### config.mk
export PLATFORM = sky130hd
export DESIGN_NAME = vmem_fill_engine
export DESIGN_NICKNAME = d
export VERILOG_FILES = /design/src/rtl/vmem_fill_engine_pkg.sv /design/src/rtl/vmem_fill_engine_raster.sv /design/src/rtl/vmem_fill_engine.sv
export SDC_FILE = /design/constraint.sdc
export NUM_CORES = 1
export LEC_CHECK = 0
export BUFFER_PORTS_ARGS = -buffer_cell sky130_fd_sc_hd__buf_2
export CORE_UTILIZATION = 34
export CTS_BUF_LIST = sky130_fd_sc_hd__clkbuf_16
export CTS_CLUSTER_SIZE = 30
export DETAILED_ROUTE_END_ITERATION = 16
export GPL_TIMING_DRIVEN = 0
export PLACE_DENSITY = 0.68
export SETUP_SLACK_MARGIN = 0.3
export SLEW_MARGIN = 20
export SYNTH_ARGS = -nofsm -noshare
export SYNTH_HDL_FRONTEND = slang
export SYNTH_SLANG_ARGS = --single-unit
### constraint.sdc
create_clock -name clk_i -period 2.88 [get_ports clk_i]
set_clock_uncertainty 0.1 [all_clocks]
set_input_delay 0.288 -clock clk_i [delete_from_list [all_inputs] [get_ports clk_i]]
set_output_delay 0.288 -clock clk_i [all_outputs]
set_load 0.03 [all_outputs]
### src/rtl/vmem_fill_engine_pkg.sv
// Shared constants, state type and clip helper for the vmem rectangle-fill engine.
package vmem_fill_engine_pkg;

  localparam int FILL_SEL_BIT = 29;

  localparam logic [1:0] FILL_POS   = 2'd0;
  localparam logic [1:0] FILL_SIZE  = 2'd1;
  localparam logic [1:0] FILL_COLOR = 2'd2;
  localparam logic [1:0] FILL_CTRL  = 2'd3;

  localparam int CTRL_START    = 0;
  localparam int CTRL_CLR_DONE = 1;
  localparam int CTRL_BUSY     = 0;
  localparam int CTRL_DONE     = 1;

  typedef enum logic {S_IDLE, S_RUN} fill_state_e;

  // min(org+len, lim); the sum can reach 766, so it is formed in 10 bits first.
  function automatic logic [8:0] clip_end(input logic [7:0] org, input logic [8:0] len,
                                          input logic [8:0] lim);
    logic [9:0] w_sum;
    w_sum = {2'b00, org} + {1'b0, len};
    return (w_sum > {1'b0, lim}) ? lim : w_sum[8:0];
  endfunction

endpackage

### src/rtl/vmem_fill_engine_raster.sv
// Raster cursor for the fill engine: walks x0..x_end-1 per row and flags the final pixel.
module vmem_fill_raster (
  input  logic       clk_i,
  input  logic       rst_ni,
  input  logic       i_load,
  input  logic [7:0] i_x0,
  input  logic [7:0] i_y0,
  input  logic [8:0] i_x_end,
  input  logic [8:0] i_y_end,
  input  logic       i_advance,
  output logic [7:0] o_cx,
  output logic [7:0] o_cy,
  output logic       o_last
);

  logic [7:0] r_cx;
  logic [7:0] r_cy;
  logic       w_x_wrap;

  assign w_x_wrap = (({1'b0, r_cx} + 9'd1) == i_x_end);
  assign o_last   = w_x_wrap && (({1'b0, r_cy} + 9'd1) == i_y_end);
  assign o_cx     = r_cx;
  assign o_cy     = r_cy;

  always_ff @(posedge clk_i or negedge rst_ni) begin
    if (!rst_ni) begin
      r_cx <= '0;
      r_cy <= '0;
    end else if (i_load) begin
      r_cx <= i_x0;
      r_cy <= i_y0;
    end else if (i_advance) begin
      if (w_x_wrap) begin
        r_cx <= i_x0;
        r_cy <= r_cy + 8'd1;
      end else begin
        r_cx <= r_cx + 8'd1;
      end
    end
  end

endmodule

### src/rtl/vmem_fill_engine.sv
// Memory-mapped rectangle fill: register file, read mux, clip arithmetic and run FSM.
module vmem_fill_engine
  import vmem_fill_engine_pkg::*;
#(
  parameter int SCREEN_W = 240,
  parameter int SCREEN_H = 240,
  parameter int SEL_BIT  = FILL_SEL_BIT
) (
  input  logic        clk_i,
  input  logic        rst_ni,
  input  logic [31:0] dbus_addr_i,
  input  logic        dbus_wvalid_i,
  input  logic [31:0] dbus_wdata_i,
  input  logic [3:0]  dbus_wstrb_i,
  output logic [31:0] rdata_o,
  input  logic        cpu_vmem_we_i,
  output logic        vmem_we_o,
  output logic [15:0] vmem_addr_o,
  output logic [15:0] vmem_wdata_o,
  output logic        busy_o,
  output logic        done_o
);

  localparam logic [8:0] W_LIM = 9'(SCREEN_W);
  localparam logic [8:0] H_LIM = 9'(SCREEN_H);

  fill_state_e r_state, w_state_nx;
  logic [7:0]  r_x0, r_y0;
  logic [8:0]  r_w, r_h, r_x_end, r_y_end;
  logic [15:0] r_color;
  logic        r_done;
  logic [31:0] r_rdata, w_rdata;

  logic        w_sel, w_cfg_wr, w_ctrl_wr, w_start, w_clr, w_empty, w_load;
  logic        w_advance, w_last, w_done_set;
  logic [1:0]  w_off;
  logic [7:0]  w_cx, w_cy;
  logic        w_unused;

  assign w_sel     = dbus_wvalid_i && dbus_addr_i[SEL_BIT];
  assign w_off     = dbus_addr_i[3:2];
  assign w_cfg_wr  = w_sel && (r_state == S_IDLE);
  assign w_ctrl_wr = w_sel && (w_off == FILL_CTRL) && dbus_wstrb_i[0];
  assign w_start   = w_ctrl_wr && dbus_wdata_i[CTRL_START] && (r_state == S_IDLE);
  assign w_clr     = w_ctrl_wr && dbus_wdata_i[CTRL_CLR_DONE];
  assign w_empty   = ({1'b0, r_x0} >= W_LIM) || ({1'b0, r_y0} >= H_LIM) ||
                     (r_w == 9'd0) || (r_h == 9'd0);
  assign w_load    = w_start && !w_empty;
  assign w_advance = (r_state == S_RUN) && !cpu_vmem_we_i;
  assign w_done_set = (w_start && w_empty) || (w_advance && w_last);
  assign w_unused  = ^{dbus_addr_i, dbus_wdata_i};

  vmem_fill_raster u_raster (
    .clk_i    (clk_i),
    .rst_ni   (rst_ni),
    .i_load   (w_load),
    .i_x0     (r_x0),
    .i_y0     (r_y0),
    .i_x_end  (r_x_end),
    .i_y_end  (r_y_end),
    .i_advance(w_advance),
    .o_cx     (w_cx),
    .o_cy     (w_cy),
    .o_last   (w_last)
  );

  always_comb begin
    w_state_nx = r_state;
    case (r_state)
      S_IDLE: if (w_load) w_state_nx = S_RUN;
      S_RUN:  if (w_advance && w_last) w_state_nx = S_IDLE;
      default: w_state_nx = S_IDLE;
    endcase
  end

  always_comb begin
    w_rdata = '0;
    if (dbus_addr_i[SEL_BIT]) begin
      case (w_off)
        FILL_POS:   w_rdata = {8'h00, r_y0, 8'h00, r_x0};
        FILL_SIZE:  w_rdata = {7'h00, r_h, 7'h00, r_w};
        FILL_COLOR: w_rdata = {16'h0000, r_color};
        default: begin
          w_rdata[CTRL_BUSY] = (r_state == S_RUN);
          w_rdata[CTRL_DONE] = r_done;
        end
      endcase
    end
  end

  always_ff @(posedge clk_i or negedge rst_ni) begin
    if (!rst_ni) begin
      r_state <= S_IDLE;
      r_done  <= 1'b0;
      r_rdata <= '0;
    end else begin
      r_state <= w_state_nx;
      r_rdata <= w_rdata;
      // Completion wins over a coincident clear.
      if (w_done_set)  r_done <= 1'b1;
      else if (w_clr)  r_done <= 1'b0;
    end
  end

  always_ff @(posedge clk_i or negedge rst_ni) begin
    if (!rst_ni) begin
      r_x0    <= '0;
      r_y0    <= '0;
      r_w     <= '0;
      r_h     <= '0;
      r_color <= '0;
      r_x_end <= '0;
      r_y_end <= '0;
    end else begin
      if (w_cfg_wr && w_off == FILL_POS) begin
        if (dbus_wstrb_i[0]) r_x0 <= dbus_wdata_i[7:0];
        if (dbus_wstrb_i[2]) r_y0 <= dbus_wdata_i[23:16];
      end
      if (w_cfg_wr && w_off == FILL_SIZE) begin
        if (dbus_wstrb_i[0]) r_w[7:0] <= dbus_wdata_i[7:0];
        if (dbus_wstrb_i[1]) r_w[8]   <= dbus_wdata_i[8];
        if (dbus_wstrb_i[2]) r_h[7:0] <= dbus_wdata_i[23:16];
        if (dbus_wstrb_i[3]) r_h[8]   <= dbus_wdata_i[24];
      end
      if (w_cfg_wr && w_off == FILL_COLOR) begin
        if (dbus_wstrb_i[0]) r_color[7:0]  <= dbus_wdata_i[7:0];
        if (dbus_wstrb_i[1]) r_color[15:8] <= dbus_wdata_i[15:8];
      end
      if (w_load) begin
        r_x_end <= clip_end(r_x0, r_w, W_LIM);
        r_y_end <= clip_end(r_y0, r_h, H_LIM);
      end
    end
  end

  assign rdata_o      = r_rdata;
  assign busy_o       = (r_state == S_RUN);
  assign done_o       = r_done;
  assign vmem_we_o    = (r_state == S_RUN) && !cpu_vmem_we_i;
  assign vmem_addr_o  = {w_cy, w_cx};
  assign vmem_wdata_o = r_color;

endmodule

## After elaboration in Yosys (flattened, before gate mapping)

Index checks and enable logic that the tools add are counted.

- $add $sub $neg: 6
- Order comparisons: 4
- Eq/ne operators: 5
- Mux-type cells: 16
- Bitwise logic cells: 1
- Reduce and logical (&&, ||, !) cells: 36

Operators by type and width:

| kind | count |
|---|---|
| 23-bit case mux with 3 select lines | 1 |
| 8-bit two-way mux | 6 |
| 25-bit two-way mux | 1 |
| 8-bit by 9-bit adder with 10-bit output | 2 |
| 10-bit by 8-bit > comparator with 1-bit output (second input constant) | 2 |
| 8-bit by 1-bit adder with 9-bit output (second input constant) | 2 |
| 9-bit == test | 2 |
| 9-bit logical NOT | 2 |
| 9-bit two-way mux | 2 |
| 2-bit AND reduction | 9 |
| 8-bit by 1-bit adder with 8-bit output (second input constant) | 2 |
| 8-bit >= comparator (second input constant) | 2 |
| 1-bit logical AND | 15 |
| 2-bit case mux with 3 select lines | 1 |
| 2-bit nonzero test | 3 |
| 2-bit == test (second input constant) | 2 |
| 1-bit logical OR | 4 |
| 1-bit two-way mux | 4 |
| 2-bit by 1-bit == test with 1-bit output (second input constant) | 1 |
| 1-bit logical NOT | 2 |
| 2-bit logical NOT | 1 |
| 1-bit case mux with 2 select lines | 1 |
| 1-bit NOT | 1 |

- Flip-flop bits (word level): 118
- Word-level logic and storage cells: 83

## Depth between registers and ports, before layout

Gate-level depths: netlist (run 1).

- Depth after elaboration: 8
- Mapped depth: 8
- Mapped depth without buffers: 8

## Modules after synthesis

Synthesis (run 1) repeated with hierarchy kept, for this count alone.

- Cell total of the unflattened synthesis: 591
- Area total of the unflattened synthesis: 6342.3 µm²

Modules (own cells, without submodules):

| module | times used | cells an instance | area an instance (µm²) | sequential area each (µm²) |
|---|---|---|---|---|
| vmem_fill_engine | 1 | 396 | 4768.3 | 2377.3 |
| vmem_fill_raster | 1 | 195 | 1574.0 | 400.4 |

## Worst setup path after synthesis (run 1)

Ideal clock, no wire load.

- Path kind: flip-flop to flip-flop
- Start: reg r_x0[0]
- End: reg r_x_end[0]
- Setup time: 0.122 ns
- Data arrival time: 2.502 ns
- Path slack: 0.156 ns
- Stages on the path, launching flop included: 9
- Path buffers: 0
- Path through: dfrtp_1 -> ha_1 -> fa_1 -> a211oi_1 -> o21bai_1 -> a21oi_1 -> xor2_1 -> or4_1 -> a32o_1

- Word-level cells in the longest chain between the ends: 6
- Elaborated cells on any way between the ends: 9
- Classes of those cells: add/sub (1); order compare (2); mux (1); reduce/logical (5)

RTL lines:

| item | line | text |
|---|---|---|
| from (decl) | vmem_fill_engine.sv:28 | `logic [7:0] r_x0, r_y0;` |
| from (signal assigned) | vmem_fill_engine.sv:116 | `if (dbus_wstrb_i[0]) r_x0 <= dbus_wdata_i[7:0];` |
| branches (longest 6 deep; another with 8-bit by 9-bit adder with 10-bit output) | -- |  |
| to (signal assigned) | vmem_fill_engine.sv:130 | `r_x_end <= clip_end(r_x0, r_w, W_LIM);` |
| to (decl) | vmem_fill_engine.sv:29 | `logic [8:0] r_w, r_h, r_x_end, r_y_end;` |

Several ways; the timed one is not identified.
A chain may end at the register's enable or synchronous reset.

## Worst setup path after layout (run 1)

- Start: reg r_y0[0]
- End: reg r_y_end[0]

- Word-level cells in the longest chain between the ends: 6
- Elaborated cells on any way between the ends: 9
- Classes of those cells: add/sub (1); order compare (2); mux (1); reduce/logical (5)

RTL lines:

| item | line | text |
|---|---|---|
| from (decl) | vmem_fill_engine.sv:28 |  |
| from (signal assigned) | vmem_fill_engine.sv:117 | `if (dbus_wstrb_i[2]) r_y0 <= dbus_wdata_i[23:16];` |
| branches (longest 6 deep; another with 8-bit by 9-bit adder with 10-bit output) | -- |  |
| to (signal assigned) | vmem_fill_engine.sv:131 | `r_y_end <= clip_end(r_y0, r_h, H_LIM);` |
| to (decl) | vmem_fill_engine.sv:29 |  |

Several ways; the timed one is not identified.

==> results_dict.tcl, run 1 <==
set metrics [dict create \
    tritoncts "yes" \
    ir_drop_worst_case_vdd_mv 0.397 \
    num_rows 48 \
    outcome "complete, no violations" \
    clock_path_buffers 2 \
    post-dp-hpwl_um 11000 \
    hold_depth 2 \
    cp_startpoint "r_y0[0]$_DFFE_PN0P_" \
    ctsHtreeMaxLevel 3 \
    seq_cells_post_synth 111 \
    slew_viol_final 0 \
    area.growth.synth_to_final_pct 23.2 \
    timing.critical_path.cells "ha_2 > fa_2 > a211o_1 > a21oi_1 > o21bai_1 > xnor2_1 > or4_4 > a32o_1" \
    layout_worst_path_cycle_share_pct 92.2 \
    fin_hold_ws_ns 0.0507 \
    antenna_found_initial 0 \
    synth_fa_ha_area_share_pct 4.41 \
    clkSinkCount 111 \
    reg2reg_setup_slack_ns 0.22 \
    report.final.hold_viol_count 0 \
    synth-main-ff-cell "sky130_fd_sc_hd__dfrtp_1" \
    clock_buffers_created_by_tritoncts 9 \
    syn_avg_cell_area_um2 10.9 \
    floorplan.die_area_mm2 0.0182 \
    required_ns 3.03 \
    pin_count 139 \
    clock-root-buffer "sky130_fd_sc_hd__clkbuf_16" \
    rsz0062_at_grt "yes" \
    ys_types 60 \
    synth_enable_flop_cells 0 \
    cp_data_arrival_time_ns 2.81 \
    muxShareOfSynthArea_pct 13.2 \
    max_slew.worst_pin.slew_ns 0.732 \
    final_antenna_net_count 0 \
    grt.overflow.total 0 \
    detailroute.via_count 4737 \
    core_area_mm2 0.0173 \
    timing.critical_path.depth 8 \
    most_frequent_standard_cell_in_the_layout_excluding_fill_and_tap_cells "sky130_fd_sc_hd__dfrtp_1" \
    drv.max_cap_violation_count 0 \
    synthesized_cell_area_mm2 0.00601 \
    first_global_vias 4674 \
    post-route-drc-count 0 \
    post_drt_via_cell_ratio 5.19 \
    place.port_buffers 95 \
    max_freq_mhz 376 \
    critical_path.endpoint "r_y_end[0]$_DFFE_PN0P_" \
    power_leakage_uw 0.00345 \
    track_usage_pct 17.1 \
    grt_max_degree 74 \
    diodes 0 \
    finalCoreUtilization_pct 42.8 \
    met1_usage_pct 23.9 \
    start_util_pct 34.8 \
    setup_total_negative_slack_ns 0 \
    crit-reg2reg-capture "r_y_end[0]$_DFFE_PN0P_" \
    final_cell_mix "sky130_fd_sc_hd__dfrtp_1 (106), sky130_fd_sc_hd__buf_2 (98), sky130_fd_sc_hd__mux2_2 (54)" \
    detailedRoute.firstPassIterationCount 5 \
    synth_simple_gate_area_share_pct 15.2 \
    worst_setup_path_start_kind "register" \
    synth_compound_gate_area_share_pct 12.8 \
    final-setup-viol-count 0 \
    postRouteWirelength_um 15000 \
    slowest_cell_delay_on_critical_path_ns 0.54 \
    synth_top_family_by_area "simple AND/OR/NAND/NOR gates" \
    max_slew_margin_pct 51.1 \
    worst-path-buf-inv 0 \
    crit_slowest_cell "sky130_fd_sc_hd__or4_4" \
    yosysWarningCount 0 \
    synthesized_area_fraction_occupied_by_xor_and_xnor_cells_pct 4.95 \
    grt.busiest_layer "met2" \
    worstHoldPathType "in -> reg" \
    grt.met3_usage_pct 4.13 \
    async_reset_ff_share_pct 100 \
    worst-r2r-cell-count 8 \
    number_of_drc_markers_after_the_initial_detailed_route_iteration 283 \
    routedWlPerCell_um 16.5 \
    crit-reg2reg-launch "r_y0[0]$_DFFE_PN0P_" \
    clock_latency_late_sink_ns 0.36 \
    die_x_um 135 \
    netlist_instances 551 \
    met2_usage_pct 26.1 \
    gp_routability_congestion 0.853 \
    synth_sequential_area_ratio_pct 46.2 \
    layout.cells.non_filler 913 \
    die_h_um 135 \
    grt_first_pass_wirelength_um 24400 \
    filler_cell_count 1670 \
    endpoint_kind "register" \
    critical_path_class "reg -> reg" \
    clkTransAtPathRegs_ns 0.08 \
    layout.nets 775 \
    dp_cells 878 \
    period_needed_ns 2.66 \
    power-per-cell-area_mw_per_mm2 929 \
    path_delay_family "compound AO/OA/AOI/OAI gates" \
    critPathMaxFanout 4 \
    drive_above_1_share_pct 34.3 \
]
==> how the worst min path moves through the flow <==
stage	slack (ns)	startpoint	to
CTS	0.04	dbus_wdata_i[12]	vmem_wdata_o[12]$_DFFE_PN0P_
detailed placement	0.12	rst_ni	vmem_wdata_o[10]$_DFFE_PN0P_
global placement	0.39	r_y_end[8]$_DFFE_PN0P_	r_y_end[8]$_DFFE_PN0P_
finish	0.05	dbus_wdata_i[12]	vmem_wdata_o[12]$_DFFE_PN0P_
global route	0.05	dbus_wdata_i[9]	vmem_wdata_o[9]$_DFFE_PN0P_
floorplan	-0.11	rst_ni	busy_o$_DFF_PN0_
==> flip-flops by register name, indices dropped and copies added, names as in the netlist <==
| name | count |
|---|---|
| rdata_o | 25 |
| vmem_wdata_o | 16 |
| r_h | 9 |
| r_w | 9 |
| r_x_end | 9 |
| r_y_end | 9 |
| r_x0 | 8 |
| r_y0 | 8 |
| u_raster.o_cx | 8 |
| u_raster.o_cy | 8 |
| busy_o | 1 |
| done_o | 1 |
==> Yosys cell counts, types with 9 or more instances <==
cell type | instances | area [um2]
sky130_fd_sc_hd__dfrtp_1 | 111 | 2780
sky130_fd_sc_hd__mux2_2 | 54 | 608
sky130_fd_sc_hd__nor2_1 | 44 | 165
sky130_fd_sc_hd__nand2_1 | 25 | 93.8
sky130_fd_sc_hd__xnor2_1 | 20 | 175
sky130_fd_sc_hd__clkbuf_1 | 19 | 71.3
sky130_fd_sc_hd__o21ai_0 | 19 | 95.1
sky130_fd_sc_hd__a21oi_1 | 18 | 90.1
sky130_fd_sc_hd__ha_1 | 18 | 225
sky130_fd_sc_hd__mux2i_1 | 14 | 140
sky130_fd_sc_hd__xor2_1 | 14 | 123
sky130_fd_sc_hd__and2_1 | 12 | 75.1
sky130_fd_sc_hd__and3_1 | 12 | 75.1
sky130_fd_sc_hd__nand3_1 | 11 | 55.1
sky130_fd_sc_hd__a31oi_1 | 10 | 62.6
sky130_fd_sc_hd__buf_4 | 9 | 67.6
sky130_fd_sc_hd__nand4_1 | 9 | 56.3
sky130_fd_sc_hd__nor3_1 | 9 | 45.0
==> report_power, final <==
| part | switching [uW] | total [uW] | internal [uW] |
|---|---|---|---|
| sequential | 474 | 2450 | 1970 |
| combinational | 1790 | 3200 | 1410 |
| clock | 626 | 1230 | 608 |
==> layout make-up <==
class / count / area (um2) / share of cell area (%)
inverter: 5 / 18.8 / 0.253
sequential: 111 / 2780 / 37.6
tap: 225 / 282 / 3.80
timing repair buffer: 115 / 658 / 8.89
buffer: 33 / 176 / 2.38
clock buffer: 9 / 225 / 3.04
multi-input combinational: 408 / 3200 / 43.2
clock inverter: 7 / 66.3 / 0.895
==> cell families after synthesis <==
| family | Yosys count |
|---|---|
| and+or+nand+nor | 168 |
| DFF | 111 |
| AOI/OAI and AO/OA | 109 |
| muxes | 70 |
| buffers and inverters | 38 |
| xor gates and xnor gates | 34 |
| adders and majority gates | 20 |
| other | 1 |
==> metrics by stage <==
step                setup slack, ns  cell area, um2  total power, uW
detailed placement            0.118            6850             5310
CTS                           0.234            7320             6760
floorplan                     0.314            6060             4500
global placement             0.0649            6810             5270
finish                        0.223            7410             6880
global route                  0.104            7410             7320
==> per-layer routing <==
layer	share of wire, %	wire length (um)
met5	0	0
met4	1.3	195
met3	6.8	1030
met2	44	6640
met1	48	7180
==> what timing repair did <==
item	in CTS	in global routing
gates cloned	0	0
setup buffers	15	3
hold buffers	1	0
resized for setup	13	17
pin swaps	16	2
endpoints found under the hold margin	38	0
setup endpoints to repair	25	32
Power figures use the tool's default switching activity.
==> inputs of run 2 (changes only) <==
--- a/config.mk
+++ b/config.mk
@@ -6,10 +6,12 @@
 export NUM_CORES = 1
 export LEC_CHECK = 0
 export BUFFER_PORTS_ARGS = -buffer_cell sky130_fd_sc_hd__buf_2
+export CORE_ASPECT_RATIO = 1.75
 export CORE_UTILIZATION = 34
 export CTS_BUF_LIST = sky130_fd_sc_hd__clkbuf_16
 export CTS_CLUSTER_SIZE = 30
 export DETAILED_ROUTE_END_ITERATION = 16
+export GPL_ROUTABILITY_DRIVEN = 0
 export GPL_TIMING_DRIVEN = 0
 export PLACE_DENSITY = 0.68
 export SETUP_SLACK_MARGIN = 0.3
==> results_dict.tcl, run 2 (same netlist as run 1, synthesis figures left out) <==
set metrics [dict create \
    power-per-cell-area_mw_per_mm2 929 \
    largest_register_ff_count 25 \
    required_ns 3.02 \
    layout_worst_path_cycle_share_pct 92.7 \
    num_rows 64 \
    fin_hold_ws_ns 0.0575 \
    clock_latency_late_sink_ns 0.36 \
    ctsHtreeMaxLevel 3 \
    start_util_pct 34.6 \
    track_usage_pct 18.4 \
    place_ws_ns -0.0301 \
    die_x_um 103 \
    final-setup-viol-count 0 \
    drive_above_1_share_pct 35.7 \
    most_frequent_standard_cell_in_the_layout_excluding_fill_and_tap_cells "sky130_fd_sc_hd__dfrtp_1" \
    outcome "complete, no violations" \
    multi_input_area_mm2 0.00323 \
    ir_drop_worst_case_vdd_mv 0.350 \
    postRouteWirelength_um 15800 \
    critical_path.endpoint "r_y_end[2]$_DFFE_PN0P_" \
    layout.nets 782 \
    max_slew_margin_pct 44.8 \
    total_power_draw_uw 6970 \
    grt_first_pass_wirelength_um 25400 \
    clock_path_buffers 2 \
    hold_depth 2 \
    layout.cells.non_filler 926 \
    number_of_drc_markers_after_the_initial_detailed_route_iteration 237 \
    diodes 0 \
    antenna_found_initial 0 \
    endpoint_kind "register" \
    slowest_cell_delay_on_critical_path_ns 0.58 \
    setup_ws_ns 0.210 \
    tritoncts "yes" \
    floorplan.die_area_mm2 0.0182 \
    cp_startpoint "r_y0[2]$_DFFE_PN0P_" \
    crit-reg2reg-capture "r_y_end[2]$_DFFE_PN0P_" \
    max_slew.worst_pin.slew_ns 0.824 \
    clock-root-buffer "sky130_fd_sc_hd__clkbuf_16" \
    core_area_mm2 0.0174 \
    post-route-drc-count 0 \
    worst_setup_path_start_kind "register" \
    first_global_vias 4902 \
    worstHoldPathType "in -> reg" \
    routedWlPerCell_um 17.0 \
    reg2reg_setup_slack_ns 0.21 \
    seq_area_mm2 0.00279 \
    filler_cell_count 1678 \
    crit-reg2reg-launch "r_y0[2]$_DFFE_PN0P_" \
    power_leakage_uw 0.00347 \
    grt.overflow.total 0 \
    critPathMaxFanout 5 \
    clkTransAtPathRegs_ns 0.08 \
    dr_wl_met3_um 686 \
    clkSinkCount 111 \
    detailroute.via_count 4829 \
    worst-r2r-cell-count 7 \
    place.port_buffers 95 \
    report.final.hold_viol_count 0 \
    met1Wirelength_um 6010 \
    final_cell_mix "sky130_fd_sc_hd__dfrtp_1 (104), sky130_fd_sc_hd__buf_2 (98), sky130_fd_sc_hd__mux2_2 (54)" \
    post_drt_via_cell_ratio 5.21 \
    die_h_um 178 \
    dp_cells 884 \
    critical_path_class "reg -> reg" \
    detailed_place.area_mm2 0.00685 \
    detailedRoute.firstPassIterationCount 5 \
    final_antenna_net_count 0 \
    rsz0062_at_grt "yes" \
    layout.cell_area.non_filler_mm2 0.00751 \
    slew_viol_final 0 \
    met2_wirelength_um 8610 \
    cp_data_arrival_time_ns 2.81 \
    crit_slowest_cell "sky130_fd_sc_hd__or4_4" \
    period_needed_ns 2.67 \
    topRoutingLayerUsed "met4" \
    drv.max_cap_violation_count 0 \
    area.growth.synth_to_final_pct 24.9 \
    max_freq_mhz 375 \
    timing.critical_path.cells "ha_4 > o21ai_0 > o21bai_1 > o41ai_2 > xor2_1 > or4_4 > a32o_1" \
    pin_count 139 \
    post-dp-hpwl_um 11800 \
    clock_buffers_created_by_tritoncts 9 \
    grt_max_degree 80 \
]
[run 2: how the worst min path moves through the flow]
stage / to / start
2_1_floorplan: busy_o$_DFF_PN0_ / rst_ni
3_3_place_gp: r_x_end[3]$_DFFE_PN0P_ / r_x_end[3]$_DFFE_PN0P_
3_5_place_dp: u_raster.o_cx[5]$_DFFE_PN0P_ / rst_ni
4_1_cts: vmem_wdata_o[11]$_DFFE_PN0P_ / dbus_wdata_i[11]
5_1_grt: vmem_wdata_o[12]$_DFFE_PN0P_ / dbus_wdata_i[12]
6_report: vmem_wdata_o[13]$_DFFE_PN0P_ / dbus_wdata_i[13]
[run 2: timing repair]
item                                    in CTS  in global routing
buffers inserted                            18                  7
cloned                                       0                  0
hold buffers                                 1                  0
endpoints found under the hold margin       32                  0
resized for setup                           19                 16
pin swaps                                   16                  8
endpoints found under the setup margin      31                 33
[run 2: cell type report]
cell class | count | share of cell area (%)
clock buffers | 9 | 3.00
well taps | 231 | 3.85
flip-flops and latches | 111 | 37.1
inverters | 5 | 0.250
repair buffers | 122 | 9.47
clock inverters | 7 | 0.967
plain buffers | 33 | 2.33
multi-input cells | 408 | 43.0
[run 2: stage by stage]
stage                     TNS, ns  util [%]
after global routing            0      43.2
after global placement          0      39.2
after floorplan                 0         -
after CTS                       0      42.5
final                           0      43.2
after detailed placement   -0.109      39.4
[run 2: power by group]
| part | switching, uW | internal [uW] | total [uW] |
|---|---|---|---|
| sequential | 476 | 1970 | 2450 |
| clock | 583 | 677 | 1260 |
| combinational | 1810 | 1460 | 3260 |
| total | 2870 | 4110 | 6970 |
[run 2: critical path, delay by kind of cell, from the launching register on]
kind | cells | cell delay, ns
compound gates | 4 | 0.95
xor+xnor | 1 | 0.15
fa+ha+maj | 1 | 0.30
flops | 1 | 0.47
simple gates | 1 | 0.58
[run 2: per-layer routing]
layer  global-route usage (%)  vias to the layer above
met4                     8.69                        0
met2                     33.5                      142
met1                     20.1                     2364
met5                        0                        -
li1                         -                     2292
met3                     3.11                       31
==> inputs of run 3 (changes only) <==
--- a/config.mk
+++ b/config.mk
@@ -13,6 +13,7 @@
 export DETAILED_ROUTE_END_ITERATION = 16
 export GPL_ROUTABILITY_DRIVEN = 0
 export GPL_TIMING_DRIVEN = 0
+export MAX_ROUTING_LAYER = met4
 export PLACE_DENSITY = 0.68
 export SETUP_SLACK_MARGIN = 0.3
 export SLEW_MARGIN = 20
==> results_dict.tcl, run 3 (same netlist as run 1, synthesis figures left out) <==
set metrics [dict create \
    outcome "complete, no violations" \
    rsz0062_at_grt "yes" \
    post-route-drc-count 0 \
    grt_first_pass_wirelength_um 25500 \
    pin_count 139 \
    layout.cell_area.non_filler_mm2 0.00751 \
    die_x_um 103 \
    critical_path_class "reg -> reg" \
    clock-root-buffer "sky130_fd_sc_hd__clkbuf_16" \
    max_freq_mhz 376 \
    diodes 0 \
    post_drt_via_cell_ratio 5.23 \
    start_util_pct 34.6 \
    dp_cells 884 \
    grt_max_degree 80 \
    crit_slowest_cell "sky130_fd_sc_hd__or4_4" \
    grt.met3_usage_pct 2.99 \
    report.final.hold_viol_count 0 \
    max_slew_margin_pct 44.5 \
    required_ns 3.03 \
    final_cell_mix "sky130_fd_sc_hd__dfrtp_1 (104), sky130_fd_sc_hd__buf_2 (98), sky130_fd_sc_hd__mux2_2 (54)" \
    ctsHtreeMaxLevel 3 \
    worstHoldPathType "in -> reg" \
    area.growth.synth_to_final_pct 24.9 \
    endpoint_kind "register" \
    worst_setup_path_start_kind "register" \
    slowest_cell_delay_on_critical_path_ns 0.58 \
    antenna_found_initial 0 \
    detailroute.via_count 4845 \
    final-setup-viol-count 0 \
    finalCoreUtilization_pct 43.2 \
    slew_viol_final 0 \
    met1_usage_pct 20.4 \
    floorplan.die_area_mm2 0.0182 \
    clkTransAtPathRegs_ns 0.08 \
    drv.max_cap_violation_count 0 \
    postRouteWirelength_um 15700 \
    tritoncts "yes" \
    timing.critical_path.cells "ha_4 > o21ai_0 > o21bai_1 > o41ai_2 > xor2_1 > or4_4 > a32o_1" \
    power_leakage_uw 0.00347 \
    routedWlPerCell_um 17.0 \
    clock_latency_late_sink_ns 0.36 \
    number_of_drc_markers_after_the_initial_detailed_route_iteration 245 \
    power-per-cell-area_mw_per_mm2 930 \
    most_frequent_standard_cell_in_the_layout_excluding_fill_and_tap_cells "sky130_fd_sc_hd__dfrtp_1" \
    die_h_um 178 \
    layout.nets 782 \
    track_usage_pct 18.9 \
    total_power_draw_uw 6980 \
    critPathMaxFanout 5 \
    clkSinkCount 111 \
    path_delay_family "compound AO/OA/AOI/OAI gates" \
    drive_above_1_share_pct 35.7 \
    detailed_place.area_mm2 0.00685 \
    final_antenna_net_count 0 \
    first_global_vias 4907 \
    num_rows 64 \
    clock_buffers_created_by_tritoncts 9 \
    worst-path-buf-inv 0 \
    layout_worst_path_cycle_share_pct 92.4 \
    place.port_buffers 95 \
    met2_usage_pct 33.4 \
    largest_register_ff_count 25 \
    detailedRoute.firstPassIterationCount 4 \
    ir_drop_worst_case_vdd_mv 0.349 \
    max_slew.worst_pin.slew_ns 0.829 \
    clock_path_buffers 2 \
    grt.overflow.total 0 \
    cp_data_arrival_time_ns 2.81 \
    core_area_mm2 0.0174 \
    grt.busiest_layer "met2" \
    period_needed_ns 2.66 \
    layout.cells.non_filler 926 \
    post-dp-hpwl_um 11800 \
]
==> run 3: per-layer routing <==
metal	routed length (um)	share of wire, %	up-vias
met1	6040	38	2383
met4	480	3.1	0
li1	-	-	2293
met3	699	4.4	31
met5	0	0	-
met2	8520	54	138
==> run 3: worst reg2reg max path: stages (launching register included) <==
cell,delay (ns)
sky130_fd_sc_hd__dfrtp_1,0.47
sky130_fd_sc_hd__ha_4,0.30
sky130_fd_sc_hd__o21ai_0,0.20
sky130_fd_sc_hd__o21bai_1,0.15
sky130_fd_sc_hd__o41ai_2,0.33
sky130_fd_sc_hd__xor2_1,0.15
sky130_fd_sc_hd__or4_4,0.58
sky130_fd_sc_hd__a32o_1,0.27
==> run 3: repair_timing <==
action	CTS	global route
hold buffers	1	0
buffers inserted	18	7
cloned	0	0
setup endpoints to repair	31	33
endpoints found under the hold margin	32	0
gates resized for setup	19	16
pin swaps	16	8
==> run 3: area by class of cell <==
| class | instances | area [um2] |
|---|---|---|
| plain buffers | 33 | 175 |
| clock buffers | 9 | 225 |
| clock inverters | 7 | 72.6 |
| fillers | 1678 | 9870 |
| inverters | 5 | 18.8 |
| multi-input cells | 408 | 3230 |
| flip-flops and latches | 111 | 2790 |
| well taps | 231 | 289 |
| repair buffers | 122 | 711 |
==> run 3: power by group <==
| group | total (uW) | internal (uW) | switching (uW) | leakage (uW) |
|---|---|---|---|---|
| sequential | 2450 | 1970 | 473 | 0.00141 |
| clock | 1270 | 677 | 589 | 0.000139 |
| combinational | 3270 | 1460 | 1810 | 0.00192 |
==> run 3: path summary, 6_finish.rpt <==
kind	startpoint	to	slack (ns)	depth (start not counted)
max	r_y0[2]$_DFFE_PN0P_	r_y_end[2]$_DFFE_PN0P_	0.22	7
min	dbus_wdata_i[13]	vmem_wdata_o[13]$_DFFE_PN0P_	0.06	2
max reg2reg	r_y0[2]$_DFFE_PN0P_	r_y_end[2]$_DFFE_PN0P_	0.22	7
min reg2reg	r_y_end[0]$_DFFE_PN0P_	r_y_end[0]$_DFFE_PN0P_	0.41	1
max in group asynchronous	rst_ni	r_y0[0]$_DFFE_PN0P_	1.66	3
min in group asynchronous	rst_ni	u_raster.o_cx[7]$_DFFE_PN0P_	0.29	2
==> run 3: through the flow <==
stage / hold slack, ns / setup TNS (ns) / setup slack (ns)
finish: 0.0582 / 0 / 0.218
global route: 0.0535 / 0 / 0.106
CTS: 0.0477 / 0 / 0.240
detailed placement: 0.0970 / -0.109 / -0.0301
global placement: 0.394 / 0 / 0.00992
floorplan: -0.108 / 0 / 0.314
